[src/rtl/dmem_arbiter_pkg.sv]
// rtl/dmem_arbiter_pkg.sv - shared types and constants for the data memory arbiter
package dmem_arbiter_pkg;

    // Access sequencer states
    typedef enum logic [1:0] {
        ST_IDLE   = 2'd0,
        ST_ACCESS = 2'd1,
        ST_RESP   = 2'd2
    } state_t;

    // Default data memory size in bytes
    localparam int unsigned MEM_BYTES_DEF = 64;

    // Highest byte address at which a full doubleword still fits in the default memory
    localparam int unsigned LAST_ADDR_DEF = MEM_BYTES_DEF - 8;

    // Highest legal doubleword start address for a memory of the given size
    function automatic int unsigned last_legal_addr(input int unsigned mem_bytes);
        return mem_bytes - 32'd8;
    endfunction

endpackage

[src/rtl/rr_arb2.sv]
// rtl/rr_arb2.sv - two-way round-robin pick, combinational
module rr_arb2 (
    input  logic [1:0] req,
    input  logic       last,
    output logic [1:0] gnt
);

    // A lone requester always wins; on a tie the master not served last wins
    always_comb begin
        gnt = 2'b00;
        if (req[0] && (!req[1] || last)) begin
            gnt[0] = 1'b1;
        end else if (req[1]) begin
            gnt[1] = 1'b1;
        end
    end

endmodule

[src/rtl/dmem_arbiter.sv]
// rtl/dmem_arbiter.sv - two-master data memory arbiter and access sequencer
module dmem_arbiter
    import dmem_arbiter_pkg::*;
#(
    parameter int ADDR_W    = 64,
    parameter int DATA_W    = 64,
    parameter int MEM_BYTES = MEM_BYTES_DEF
) (
    input  logic              clk,
    input  logic              reset,

    input  logic              m0_req,
    input  logic              m0_we,
    input  logic [ADDR_W-1:0] m0_addr,
    input  logic [DATA_W-1:0] m0_wdata,
    output logic              m0_gnt,
    output logic              m0_done,
    output logic [DATA_W-1:0] m0_rdata,
    output logic              m0_err,

    input  logic              m1_req,
    input  logic              m1_we,
    input  logic [ADDR_W-1:0] m1_addr,
    input  logic [DATA_W-1:0] m1_wdata,
    output logic              m1_gnt,
    output logic              m1_done,
    output logic [DATA_W-1:0] m1_rdata,
    output logic              m1_err,

    output logic [ADDR_W-1:0] mem_addr,
    output logic [DATA_W-1:0] mem_wdata,
    output logic              mem_write,
    output logic              mem_read,
    input  logic [DATA_W-1:0] mem_rdata
);

    // Any doubleword starting above this address would run past the end of memory
    localparam logic [ADDR_W-1:0] LAST_ADDR = ADDR_W'(last_legal_addr(MEM_BYTES));

    state_t            state;
    logic              last_q;     // master served most recently (1 = m1)
    logic              owner_q;    // master owning the access in flight
    logic              we_q;       // access in flight is a write
    logic [1:0]        arb_gnt;
    logic              win;
    logic              sel_we;
    logic [ADDR_W-1:0] sel_addr;
    logic [DATA_W-1:0] sel_wdata;
    logic              sel_err;

    rr_arb2 u_rr_arb2 (
        .req  ({m1_req, m0_req}),
        .last (last_q),
        .gnt  (arb_gnt)
    );

    // Grants are only offered while the sequencer is idle; requests otherwise wait
    assign m0_gnt = (state == ST_IDLE) && arb_gnt[0];
    assign m1_gnt = (state == ST_IDLE) && arb_gnt[1];

    // Winner's request fields, muxed for latching at the grant edge
    assign win       = arb_gnt[1];
    assign sel_we    = win ? m1_we    : m0_we;
    assign sel_addr  = win ? m1_addr  : m0_addr;
    assign sel_wdata = win ? m1_wdata : m0_wdata;
    assign sel_err   = (sel_addr > LAST_ADDR);

    // Sequencer: grant/latch in IDLE, one memory cycle in ACCESS, completion pulse in RESP
    always_ff @(posedge clk or posedge reset) begin
        if (reset) begin
            state     <= ST_IDLE;
            last_q    <= 1'b1;
            owner_q   <= 1'b0;
            we_q      <= 1'b0;
            mem_addr  <= '0;
            mem_wdata <= '0;
            mem_write <= 1'b0;
            mem_read  <= 1'b0;
            m0_done   <= 1'b0;
            m0_rdata  <= '0;
            m0_err    <= 1'b0;
            m1_done   <= 1'b0;
            m1_rdata  <= '0;
            m1_err    <= 1'b0;
        end else begin
            case (state)
                ST_IDLE: begin
                    if (m0_gnt || m1_gnt) begin
                        last_q  <= win;
                        owner_q <= win;
                        we_q    <= sel_we;
                        if (sel_err) begin
                            // Out-of-range: answer straight away, memory untouched
                            if (win) begin
                                m1_done <= 1'b1;
                                m1_err  <= 1'b1;
                            end else begin
                                m0_done <= 1'b1;
                                m0_err  <= 1'b1;
                            end
                            state <= ST_RESP;
                        end else begin
                            mem_addr  <= sel_addr;
                            mem_wdata <= sel_wdata;
                            mem_read  <= !sel_we;
                            mem_write <= sel_we;
                            state     <= ST_ACCESS;
                        end
                    end
                end

                ST_ACCESS: begin
                    // Memory performs the write / presents read data on this edge
                    mem_addr  <= '0;
                    mem_wdata <= '0;
                    mem_read  <= 1'b0;
                    mem_write <= 1'b0;
                    if (owner_q) begin
                        m1_done  <= 1'b1;
                        m1_rdata <= we_q ? '0 : mem_rdata;
                    end else begin
                        m0_done  <= 1'b1;
                        m0_rdata <= we_q ? '0 : mem_rdata;
                    end
                    state <= ST_RESP;
                end

                ST_RESP: begin
                    m0_done  <= 1'b0;
                    m0_rdata <= '0;
                    m0_err   <= 1'b0;
                    m1_done  <= 1'b0;
                    m1_rdata <= '0;
                    m1_err   <= 1'b0;
                    state    <= ST_IDLE;
                end

                default: begin
                    state <= ST_IDLE;
                end
            endcase
        end
    end

endmodule

[config.mk]
export PLATFORM = sky130hd
export DESIGN_NAME = dmem_arbiter
export DESIGN_NICKNAME = d
export VERILOG_FILES = /design/src/rtl/dmem_arbiter_pkg.sv /design/src/rtl/rr_arb2.sv /design/src/rtl/dmem_arbiter.sv
export SDC_FILE = /design/constraint.sdc
export NUM_CORES = 1
export LEC_CHECK = 0
export BUFFER_PORTS_ARGS = -buffer_cell sky130_fd_sc_hd__buf_2
export CAP_MARGIN = 0
export CORE_AREA = 3 3 230 232
export CTS_BUF_LIST = sky130_fd_sc_hd__clkbuf_16
export DETAILED_ROUTE_END_ITERATION = 10
export DIE_AREA = 0 0 233 235
export HOLD_SLACK_MARGIN = 0.05
export PLACE_DENSITY_LB_ADDON = 0.3
export SLEW_MARGIN = 10
export SYNTH_ARGS = -nofsm -noshare
export SYNTH_HDL_FRONTEND = slang
export SYNTH_SLANG_ARGS = --single-unit
[constraint.sdc]
create_clock -name clk -period 7.7 [get_ports clk]
set_clock_uncertainty 0.15 [all_clocks]
set_input_delay 0.77 -clock clk [delete_from_list [all_inputs] [get_ports clk]]
set_output_delay 0.77 -clock clk [all_outputs]
set_load 0.03 [all_outputs]
# After elaboration in Yosys (flattened, before gate mapping)
# Cells that the tools add are included.
totals:
  in_bits: 326
  ff_bits: 267
  output_inout_bits: 264
classes:
  reduce_logical: 20
  eq_ne: 9
  n_mux: 38
  magnitude_cmp: 1
op_table:
  columns: ["cell", "count"]
  rows:
  - ["64-bit two-way mux", 9]
  - ["64-bit case mux with 2 select lines", 4]
  - ["64-bit by 6-bit > comparator with 1-bit output, second input constant", 1]
  - ["1-bit two-way mux", 16]
  - ["2-bit != test, second input constant", 6]
  - ["5-bit AND reduction", 2]
  - ["1-bit case mux with 2 select lines", 4]
  - ["4-bit AND reduction", 2]
  - ["1-bit case mux with 3 select lines", 2]
  - ["2-bit AND reduction", 3]
  - ["2-bit nonzero test", 3]
  - ["2-bit two-way mux", 2]
  - ["2-bit case mux with 2 select lines", 1]
  - ["1-bit logical AND", 3]
  - ["3-bit AND reduction", 1]
  - ["3-bit nonzero test", 1]
  - ["2-bit by 1-bit == test with 1-bit output, second input constant", 1]
  - ["2-bit == test, second input constant", 1]
  - ["1-bit logical NOT", 2]
  - ["2-bit logical NOT", 1]
  - ["1-bit logical OR", 2]
  - ["2-bit by 1-bit != test with 1-bit output, second input constant", 1]

# Logic depth before layout (Yosys ltp)
depth:
  word_depth: 9
  depth_mapped: 9

# By module
# From an unflattened synthesis, not the netlist that was laid out.
unflattened:
  hier_cells: 956
  hier_area_um2: 10686.5
modules_own_cells:
  columns: ["module", "cells_per_inst", "n_inst", "area_each_um2"]
  rows:
  - ["dmem_arbiter", 953, 1, 10667.7]
  - ["rr_arb2", 3, 1, 18.8]

# Least setup slack after synthesis
# OpenSTA, ideal clock, no wires.
synth_timing:
  path_kind: "input port to output port"
  from: "input m1_req"
  to: "output m1_gnt"
  path_slack_ps: 4773
  required_ps: 6780
  stages: 4
  arrival_time_ps: 2007
  cell_sequence: "a21bo_1 buf_2 buf_2 nor3_1"
synth_between:
  elab_chain_len: 5
synth_rtl:
  columns: ["element", "line", "rtl"]
  rows:
  - ["start: declaration", "dmem_arbiter.sv:21", "input logic m1_req,"]
  - ["1-bit logical NOT", "rr_arb2.sv:11", "if (req[0] && (!req[1] || last)) begin"]
  - ["1-bit logical OR", "rr_arb2.sv:11", null]
  - ["1-bit logical AND", "rr_arb2.sv:11", null]
  - ["1-bit two-way mux (*)", "rr_arb2.sv:11", null]
  - ["1-bit logical AND (*)", "dmem_arbiter.sv:59", "assign m1_gnt = (state == ST_IDLE) && arb_gnt[1];"]
  - ["end: declaration", "dmem_arbiter.sv:25", "output logic m1_gnt,"]
# Mark *: on every way between the ends. The rest lies on a longest branch, timed or not.

# Worst setup path after layout
layout_timing:
  from: "register last_q"
  to: "register mem_addr[31]"
layout_between:
  elab_chain_len: 7
layout_rtl:
  columns: ["element", "line", "rtl"]
  rows:
  - ["start: declaration", "dmem_arbiter.sv:41", "logic last_q;"]
  - ["start signal: assignment", "dmem_arbiter.sv:89", "last_q <= win;"]
  - ["1-bit logical OR (*)", "rr_arb2.sv:11", null]
  - ["1-bit logical AND (*)", "rr_arb2.sv:11", null]
  - ["1-bit two-way mux", "rr_arb2.sv:11", null]
  - ["64-bit two-way mux, or another cell as far along", "dmem_arbiter.sv:64", "assign sel_addr = win ? m1_addr : m0_addr;"]
  - ["64-bit by 6-bit > comparator with 1-bit output, or another cell as far along", "dmem_arbiter.sv:66", "assign sel_err = (sel_addr > LAST_ADDR);"]
  - ["2-bit != test (no line), or another cell as far along", null, null]
  - ["3-bit AND reduction (no line) or 64-bit case mux with 2 select lines (tied branches)", null, null]
  - ["end signal: assignment", "dmem_arbiter.sv:103", "mem_addr <= sel_addr;"]
  - ["end: declaration", "dmem_arbiter.sv:30", "output logic [ADDR_W-1:0] mem_addr,"]
# Mark *: on every way between the ends. The rest lies on a longest branch, timed or not. The select of a mux whose other input is x is not followed.
# A chain may end at the register's enable or synchronous reset.

==> results.txt <==
----------------------------------------------------
[Setup path]
  Slowest stage delay, CP ... 0.79 ns
  R2R Path Start ... last_q$_DFFE_PP1P_
  Worst-path fanout max ... 102
  Type of destination of the critical path ... flop
  Critical-path cell list ... a21bo_4, buf_4, o211ai_1, a22o_1, or4_1, o21a_4, buf_4, and2_1
  Most repeated library cell on the critical path ... buf_4
  Worst Reg-to-Reg Cells ... 8
  Worst path top cell family by delay ... buffers and inverters
  Slowest cell on the critical path ... buf_4
  Required arrival time at the worst endpoint ... 7.99 ns
  Reg2Reg Capture Point ... mem_addr[31]$_DFFE_PP0P_
  Worst Setup Start Kind ... flop
  Buffer and inverter count on the worst path ... 2
  Crit Path Category ... flop to flop
  Internal reg-to-reg setup slack ... 3.82 ns
  Data arrival at the endpoint of the critical path ... 4.17 ns

[Timing]
  Endpoints failing hold ... 0
  Time the final worst path needs with I/O delays and setup ... 3.88 ns
  Final Hold Slack ... 0.253 ns
  Setup repair after global routing missed its margin ... no
  Final worst path period share ... 0.504
  Setup ws final ... 3.82 ns
  Transition time of the tightest slew-check pin ... 1.11 ns
  Pins Over Slew Limit ... 0
  FMAX ... 257 MHz
  Final total negative setup slack ... 0 ns
  Max transition margin ... 0.257
  Setup violations, final ... 0

[Cells and area]
  Highest-count cells in the layout ignoring fill and taps ... buf_2, dfrtp_1, nand2_1
  Signed area change from the synthesized netlist to the final layout ... 42.3%
  Share of cells above drive strength 1 ... 0.422
  Leading cell type in the layout, fill and taps excluded ... buf_2
  Final non-filler cell total ... 2208
  Net total in the final layout ... 1832

[Yosys]
  Commonest register cell after synthesis ... dfrtp_1
  Synthesis warning total ... 0
  Syn Std Cell Area ... 10600 um^2
  Share of flip-flops with an asynchronous set or reset ... 1.00
  Avg Inst Size Synth ... 11.3 um^2
  Synth unique cells ... 32
  Sequential area share after synthesis ... 0.630
  Net count of the mapped netlist ... 1267
  Gate count of the mapped netlist ... 941
  Post-synth EDFFs ... 0
  Synthesized flop and latch total ... 267

[Drt]
  Avg Vias per Cell ... 4.15
  Mean routed wirelength per cell ... 17.3 um
  First-pass iteration count of the detailed router ... 4
  Post-DRT Antenna Nets ... 0
  Post-detailed-routing wire length ... 38300 um
  Total number of vias ... 9156
  Number of DRC markers in iteration 0 ... 463
  Number of design rule violations left after detail routing ... 0

[Floorplan]
  Placeable Area ... 51200 um^2
  Die outline area ... 54800 um^2
  Initial core utilization ... 0.207
  I/O pins ... 590
  Row Count ... 83
  X dimension of the die ... 233 um
  Die height ... 235 um

[Clocking]
  Buffer type at the clock tree root ... clkbuf_16
  Count of buffers added by post-CTS timing repair for setup ... 0
  Clock tree from TritonCTS ... built
  Hold-fix buffers at CTS ... 0
  TritonCTS Buffers ... 30
  Clk buf depth ... 3
  Clock slew seen by the registers of the worst setup and hold paths ... 0.06 ns
  Clock latency on the worst-skew pair ... 0.55 ns
  Quantity of gates resized following cts ... 0
  CTS H-tree lvls ... 1
  CTS sink count ... 267

[Placement]
  Routability cong. ... 0.825
  Count of input and output buffers ... 589
  HPWL after detailed placement ... 28700 um
  Placed Cells ... 2154
  Worst setup timing slack at the placement stage ... 3.42 ns

[Power and ir drop]
  Overall power of the completed layout ... 3.55 mW
  Reported leakage power ... 8.18 nW
  Peak VDD IR ... 0.142 mV
  Power density of the placed cells ... 235 nW/um^2

[Global route]
  Maximum number of pins on one net before global-route repair ... 150
  Initial antenna violation count ... 3
  Vias in the first global route ... 9458
  Wire length of the first global-routing pass ... 56600 um
  Remaining global-route overflow ... 0
  Total Routing Usage GR ... 0.132

[Min path]
  Worst min-delay path class ... input port to asynchronous set/reset pin

[Run status]
  Outcome ... finished, final reports clean

[Job]
  Maxcap violations ... 0

----------------------------------------------------
through the flow:
stage | utilization | area, um^2
6_report | 0.295 | 15100
4_1_cts | 0.295 | 15100
3_5_place_dp | 0.277 | 14200
2_1_floorplan | - | 10600
5_1_grt | 0.295 | 15100
3_3_place_gp | 0.277 | 14200
power breakdown:
group	leakage [nW]	total (mW)	internal [mW]	switching [mW]
clock network	0.468	1.31	0.750	0.563
logic	4.06	0.678	0.207	0.471
registers	3.66	1.56	1.50	0.0553
total	8.18	3.55	2.46	1.09
synth_stat cells (all sizes together), types with 4 or more instances:
cell type / instances / area [um^2]
and2: 58 / 363
buf: 16 / 149
clkbuf: 49 / 184
dfrtp: 266 / 6660
inv: 5 / 18.8
mux2i: 71 / 711
nand2: 198 / 743
nand4: 6 / 37.5
nor2: 6 / 22.5
nor2b: 4 / 25.0
nor3: 10 / 50.1
nor4: 27 / 169
o21ai: 132 / 661
o2bb2ai: 71 / 622
worst register-to-register path: cells and delay by family, from the launching register on:
| kind | cells | cell delay, ns |
|---|---|---|
| AND/OR/NAND/NOR | 2 | 0.84 |
| AO/OA/AOI/OAI | 4 | 1.01 |
| buffers and inverters | 2 | 1.21 |
| flip-flops | 1 | 0.57 |
final cells by class:
cell class              instances  area, um^2
multi-input cells             604        3610
repair buffers                598        3030
well taps                     680         851
inverters                       5        22.5
flip-flops and latches        267        6680
fillers                      5411       36100
clock inverters                20         114
clock buffers                  31         776
diodes                          3        7.51
cells by family after synthesis:
group,count (synthesis),synth area share
mux,71,0.0670
compound gates,216,0.131
simple gates,317,0.138
buf+inv,70,0.0332
flops,267,0.630
layer usage:
metal,vias up,part of all wire,track usage
met5,-,0,0
met4,0,0.040,0.0586
met3,67,0.064,0.0227
met2,329,0.53,0.243
met1,4364,0.37,0.148
li1,4396,-,-
registers in the layout (all words and copies together) (netlist names):
| register | count |
|---|---|
| last_q | 1 |
| m0_done | 1 |
| m0_err | 1 |
| m0_rdata | 64 |
| m1_done | 1 |
| m1_err | 1 |
| m1_rdata | 64 |
| mem_addr | 64 |
| mem_read | 1 |
| mem_wdata | 64 |
| mem_write | 1 |
| owner_q | 1 |
| state | 2 |
| we_q | 1 |
worst max-delay path by stage:
stage | from | to | slack [ns] | cells after the start
finish | last_q$_DFFE_PP1P_ | mem_addr[31]$_DFFE_PP0P_ | 3.82 | 8
detailed placement | m1_req | mem_addr[31]$_DFFE_PP0P_ | 3.42 | 9
CTS | last_q$_DFFE_PP1P_ | mem_addr[37]$_DFFE_PP0P_ | 3.79 | 8
global route | last_q$_DFFE_PP1P_ | mem_addr[62]$_DFFE_PP0P_ | 3.57 | 8
global placement | m1_req | mem_addr[29]$_DFFE_PP0P_ | 3.48 | 9
floorplan | reset | m0_done$_DFFE_PP0P_ | 3.26 | 1
Note: power is estimated with default switching activity, not from simulation.
